File: src/rtl/read_data_pkg.sv
`default_nettype none
// ============================================================================
// Module      : read_data_pkg
// Description : Shared state encoding and latency helper for the 74HC165 reader.
// Revision    : 1.0  initial release
// ============================================================================
package read_data_pkg;

    typedef enum logic [1:0] {
        IDLE = 2'd0,
        LOAD = 2'd1,
        LOW  = 2'd2,
        HIGH = 2'd3
    } state_e;

    localparam int DEFAULT_HALF  = 4;
    localparam int DEFAULT_WIDTH = 8;

    // Edges from the start-sampling edge to the final sample edge.
    function automatic int transfer_latency(input int half, input int width);
        return half * (2 * width + 1);
    endfunction

    localparam int DEFAULT_LATENCY = transfer_latency(DEFAULT_HALF, DEFAULT_WIDTH);

endpackage
`default_nettype wire

File: src/rtl/read_data_phase_tick.sv
`default_nettype none
// ============================================================================
// Module      : phase_tick
// Description : Restartable down-counter; tick is high once HALF or 2*HALF
//               cycles have elapsed since the last restart.
// Revision    : 1.0  initial release
// ============================================================================
module phase_tick #(
    parameter int HALF = 4
) (
    input  logic clk,
    input  logic reset,
    input  logic restart,
    input  logic long_sel,
    output logic tick
);

    localparam int CW = $clog2(2 * HALF);
    localparam logic [CW-1:0] SHORT_RELOAD = CW'(HALF - 1);
    localparam logic [CW-1:0] LONG_RELOAD  = CW'(2 * HALF - 1);

    logic [CW-1:0] count_q;
    logic [CW-1:0] count_d;

    always_comb begin
        count_d = count_q;
        if (restart) begin
            count_d = long_sel ? LONG_RELOAD : SHORT_RELOAD;
        end else if (count_q != '0) begin
            count_d = count_q - CW'(1);
        end
    end

    always_ff @(posedge clk) begin
        if (reset) begin
            count_q <= '0;
        end else begin
            count_q <= count_d;
        end
    end

    assign tick = (count_q == '0);

endmodule
`default_nettype wire

File: src/rtl/read_data.sv
`default_nettype none
// ============================================================================
// Module      : read_data
// Description : Serial-in reader for a 74HC165-style PISO chain; drives PL/CP
//               and captures Q7 MSB-first into data with a finish pulse.
// Revision    : 1.0  initial release
// ============================================================================
module read_data
    import read_data_pkg::*;
#(
    parameter int HALF  = DEFAULT_HALF,
    parameter int WIDTH = DEFAULT_WIDTH
) (
    input  logic             clk,
    input  logic             reset,
    input  logic             start,
    input  logic             Q7,
    output logic             PL,
    output logic             CP,
    output logic [WIDTH-1:0] data,
    output logic             busy,
    output logic             finish
);

    localparam int BW = $clog2(WIDTH + 1);
    localparam logic [BW-1:0] LAST_BIT = BW'(WIDTH - 1);

    state_e           state_q, state_d;
    logic [WIDTH-2:0] shift_q, shift_d;
    logic [BW-1:0]    bit_cnt_q, bit_cnt_d;
    logic [WIDTH-1:0] data_q, data_d;
    logic             pl_q, pl_d;
    logic             cp_q, cp_d;
    logic             busy_q, busy_d;
    logic             finish_q, finish_d;

    logic             tick;
    logic             restart;
    logic             long_sel;
    logic [WIDTH-1:0] captured;

    phase_tick #(
        .HALF(HALF)
    ) u_phase_tick (
        .clk      (clk),
        .reset    (reset),
        .restart  (restart),
        .long_sel (long_sel),
        .tick     (tick)
    );

    assign captured = {shift_q, Q7};

    always_comb begin
        state_d   = state_q;
        shift_d   = shift_q;
        bit_cnt_d = bit_cnt_q;
        data_d    = data_q;
        finish_d  = 1'b0;
        restart   = 1'b0;
        long_sel  = 1'b0;

        case (state_q)
            IDLE: begin
                if (start) begin
                    state_d   = LOAD;
                    restart   = 1'b1;
                    long_sel  = 1'b1;
                    bit_cnt_d = '0;
                end
            end
            LOAD: begin
                if (tick) begin
                    state_d = LOW;
                    restart = 1'b1;
                end
            end
            LOW: begin
                // Sample on the last edge of the low phase, after Q7 has settled.
                if (tick) begin
                    shift_d   = captured[WIDTH-2:0];
                    bit_cnt_d = bit_cnt_q + BW'(1);
                    if (bit_cnt_q == LAST_BIT) begin
                        state_d  = IDLE;
                        data_d   = captured;
                        finish_d = 1'b1;
                    end else begin
                        state_d = HIGH;
                        restart = 1'b1;
                    end
                end
            end
            HIGH: begin
                if (tick) begin
                    state_d = LOW;
                    restart = 1'b1;
                end
            end
            default: state_d = IDLE;
        endcase

        // Pin outputs follow the next state so they are registered with it.
        pl_d   = (state_d != LOAD);
        cp_d   = (state_d == HIGH);
        busy_d = (state_d != IDLE);
    end

    always_ff @(posedge clk) begin
        if (reset) begin
            state_q   <= IDLE;
            shift_q   <= '0;
            bit_cnt_q <= '0;
            data_q    <= '0;
            pl_q      <= 1'b1;
            cp_q      <= 1'b0;
            busy_q    <= 1'b0;
            finish_q  <= 1'b0;
        end else begin
            state_q   <= state_d;
            shift_q   <= shift_d;
            bit_cnt_q <= bit_cnt_d;
            data_q    <= data_d;
            pl_q      <= pl_d;
            cp_q      <= cp_d;
            busy_q    <= busy_d;
            finish_q  <= finish_d;
        end
    end

    assign PL     = pl_q;
    assign CP     = cp_q;
    assign data   = data_q;
    assign busy   = busy_q;
    assign finish = finish_q;

endmodule
`default_nettype wire
File: config.mk
export PLATFORM = sky130hd
export DESIGN_NAME = read_data
export DESIGN_NICKNAME = d
export VERILOG_FILES = /design/src/rtl/read_data_pkg.sv /design/src/rtl/read_data_phase_tick.sv /design/src/rtl/read_data.sv
export SDC_FILE = /design/constraint.sdc
export NUM_CORES = 1
export LEC_CHECK = 0
export CAP_MARGIN = 0
export CORE_AREA = 2 2 58 60
export DETAILED_ROUTE_END_ITERATION = 10
export DIE_AREA = 0 0 60 62
export PLACE_DENSITY = 0.74
export SLEW_MARGIN = 30
export SYNTH_ARGS = -nofsm -noshare
export SYNTH_HDL_FRONTEND = slang
export SYNTH_SLANG_ARGS = --single-unit
File: constraint.sdc
create_clock -name clk -period 1.2 [get_ports clk]
set_input_delay 0.24 -clock clk [delete_from_list [all_inputs] [get_ports clk]]
set_output_delay 0.24 -clock clk [all_outputs]
set_load 0.005 [all_outputs]
==> flow_summary.ini <==
[status]
status = finished, violations left
violations = negative setup slack

[detailed_routing]
firstDrtPassIters = 2
avgRoutedWirePerCell_um = 13.2
via_count = 1137
drt_iter0_markers = 19
routed_wl_um = 3020
postRouteAntennaNets = 0
drc = 0
via_per_inst = 4.97

[setup_path]
r2r_cells = 6
path_max_fanout = 8
path_class = flip-flop to flip-flop
end_kind = flip-flop
startpoint_type = flip-flop
worstPathArrival_ps = 1610
r2r_slack_ps = -150
critPathRequiredTime_ps = 1460

[finish]
drive_gt1_share_pct = 48.6
final_cell_count_no_fill = 229
syn_to_final_growth_pct = 53.8
antennaDiodeCount = 0
fin_nets = 191

[grt]
grt_max_degree = 31
grt_overflow_total = 0
grt_pass1_wl_um = 4800
grt_use_total_pct = 16.9
grt_pass1_vias = 1158
antenna_found_initial = 0

[sta]
fmax_ghz = 0.743
finalSetupTns_ps = -2060
maxSlewHeadroom_pct = 82.2
fin_crit_sh_pct = 112
grt_setup_unrepaired = true
finalHoldViolCount = 0
setup_viol = 24
setup_ws_ps = -145
fin_skew_ps = 8.99
holdWs_ps = 480
maxSlewViolCount = 0
worst_pin_slew_ps = 266
finalCriticalPeriod_ps = 1350

[worst_hold_path]
min_path_cells = 2
holdCritPathClass = flip-flop to flip-flop

[clock_tree]
clkLatencyLatePin_ps = 330
clk_pin_slew_ps = 160
cts_tree = done
h-tree-depth = 1
clockRootBuffer = clkbuf_4
clkSinkCount = 28
cts_buffer_depth = 2
numCtsBuffers = 3

[floorplanning]
dieWidth_um = 60
initial_core_util_pct = 40.0
rows = 21
core_area_sq_um = 3180
die_area_sq_um = 3720
ios = 16
fp.dieH_um = 62

[synth]
syn_nets = 145
synth.avg_cell_area_sq_um = 9.21
syn_inst = 138
seq_area_frac_synth_pct = 44.1
ys_types = 37
yosys_warnings = 0
synth_area_sq_um = 1270
synth_seq_cells = 28

[pwr]
ir_worst_vdd_uv = 683
leakage_nw = 0.747
cellPowerDensity_nw_per_um2 = 1160

[placement]
gp_congestion = 0.840
dp.final_hpwl_um = 1980
io_buffers = 15
dp.cells = 211

[flow_run]
cap_violations = 0
[layout make-up]
class | instances | area [sq um]
Fill cell | 276 | 1220
Multi-Input combinational cell | 97 | 826
Sequential cell | 28 | 577
Timing Repair Buffer | 49 | 424
Tap cell | 46 | 57.6
Clock inverter | 1 | 30.0
Clock buffer | 3 | 22.5
Inverter | 5 | 18.8
[timing repair]
| action | in CTS | in global routing |
|---|---|---|
| hold buffers | 0 | 0 |
| setup buffers | 12 | 2 |
| cloned | 1 | 0 |
| gates resized for setup | 48 | 21 |
| hold endpoints to repair | 0 | 0 |
| pin swaps | 21 | 11 |
| endpoints found under the setup margin | 38 | 34 |
[cells in the mapped netlist]
cell | n | area (sq um)
buf_1 | 1 | 3.75
nand4bb_1 | 1 | 11.3
nand4_1 | 1 | 6.26
a21oi_1 | 11 | 55.1
ha_1 | 3 | 37.5
nand2_1 | 19 | 71.3
buf_2 | 2 | 10.0
a41oi_1 | 1 | 8.76
nor4bb_1 | 1 | 10.0
nor2_8 | 1 | 20.0
nor3_1 | 1 | 5.00
mux2_1 | 1 | 11.3
dfxtp_1 | 28 | 561
or3_1 | 1 | 6.26
and3_1 | 1 | 6.26
a211oi_2 | 1 | 12.5
nand3b_1 | 2 | 15.0
a41oi_2 | 1 | 16.3
buf_6 | 1 | 11.3
o22ai_1 | 2 | 12.5
a211oi_1 | 1 | 7.51
buf_4 | 1 | 7.51
o21ai_1 | 1 | 5.00
clkbuf_1 | 3 | 11.3
nand3_1 | 4 | 20.0
mux2i_1 | 10 | 100
o211ai_1 | 1 | 7.51
nor2_1 | 4 | 15.0
a21o_1 | 1 | 7.51
nor3b_2 | 1 | 12.5
inv_1 | 5 | 18.8
or3b_4 | 1 | 11.3
nand2b_1 | 19 | 119
a31o_1 | 1 | 8.76
nor2b_1 | 1 | 6.26
a31oi_1 | 2 | 12.5
o21ai_0 | 2 | 10.0
[final timing paths]
path | from | endpoint
worst max-delay path | u_phase_tick.count_q[1] | data[1]
worst min register to register | data[0] | data[0]
worst max register to register | u_phase_tick.count_q[1] | data[1]
worst min-delay path | data[0] | data[0]
[per-layer routing]
layer  wire, um  track usage (%)  vias up
met5          0                0        -
met4         46             7.62        0
met3         63             2.48        6
met2       1690             32.8       19
met1       1220             18.1      550
li1           -                -      562
[metrics by stage]
step	instance area [sq um]	utilization, %	worst slack, ps	total power [mW]
floorplan	1320	-	-63.4	1.29
global placement	1640	51.6	-274	1.44
detailed placement	1640	51.6	-317	1.46
CTS	1880	59.2	-191	2.20
global route	1960	61.5	-226	2.35
finish	1960	61.5	-145	2.26
[state kept, by name, indices dropped and copies added (netlist names)]
name / count
CP: 1
shift_q: 7
u_phase_tick.count_q: 3
state_q: 2
bit_cnt_q: 4
finish: 1
PL: 1
busy: 1
data: 8
[worst max-delay path, cell delays in order, from the launching register on]
cell and delay [ps]:
dfxtp_2 350, inv_2 70, ha_4 170, nand4bb_4 130, buf_6 150, nor2_8 200, mux2i_1 210
[power by group]
| group | total [mW] | internal, mW | leakage [nW] | switching (mW) |
|---|---|---|---|---|
| logic | 0.634 | 0.355 | 0.485 | 0.279 |
| registers | 1.01 | 0.972 | 0.233 | 0.0337 |
| clock network | 0.622 | 0.338 | 0.0279 | 0.284 |
[cell usage in the layout, fill, tap and decap left out, types with 2 or more instances in the layout]
cell type / count
buf_4: 28
nand2b_1: 18
dfxtp_1: 15
dfxtp_2: 13
mux2i_1: 10
nand2_2: 10
nand2_1: 8
clkdlybuf4s15_1: 7
a21oi_2: 6
a21oi_1: 5
dlygate4sd2_1: 5
buf_6: 4
inv_1: 3
nor2_1: 3
nand3_1: 3
ha_4: 3
clkbuf_4: 3
clkdlybuf4s50_1: 3
inv_2: 2
a211oi_2: 2
nand3b_1: 2
a31oi_1: 2
o22ai_1: 2
a41oi_2: 2
[cells by family (layout without fill, tap and decap cells)]
family,Yosys count,in the layout,share of synthesized area [%]
fa+ha+maj,3,3,2.95
flops,28,28,44.1
buf+inv,13,58,4.92
mux,11,11,8.76
simple gates,58,58,26.4
compound gates,25,25,12.9
Power figures use the tool's default switching activity.
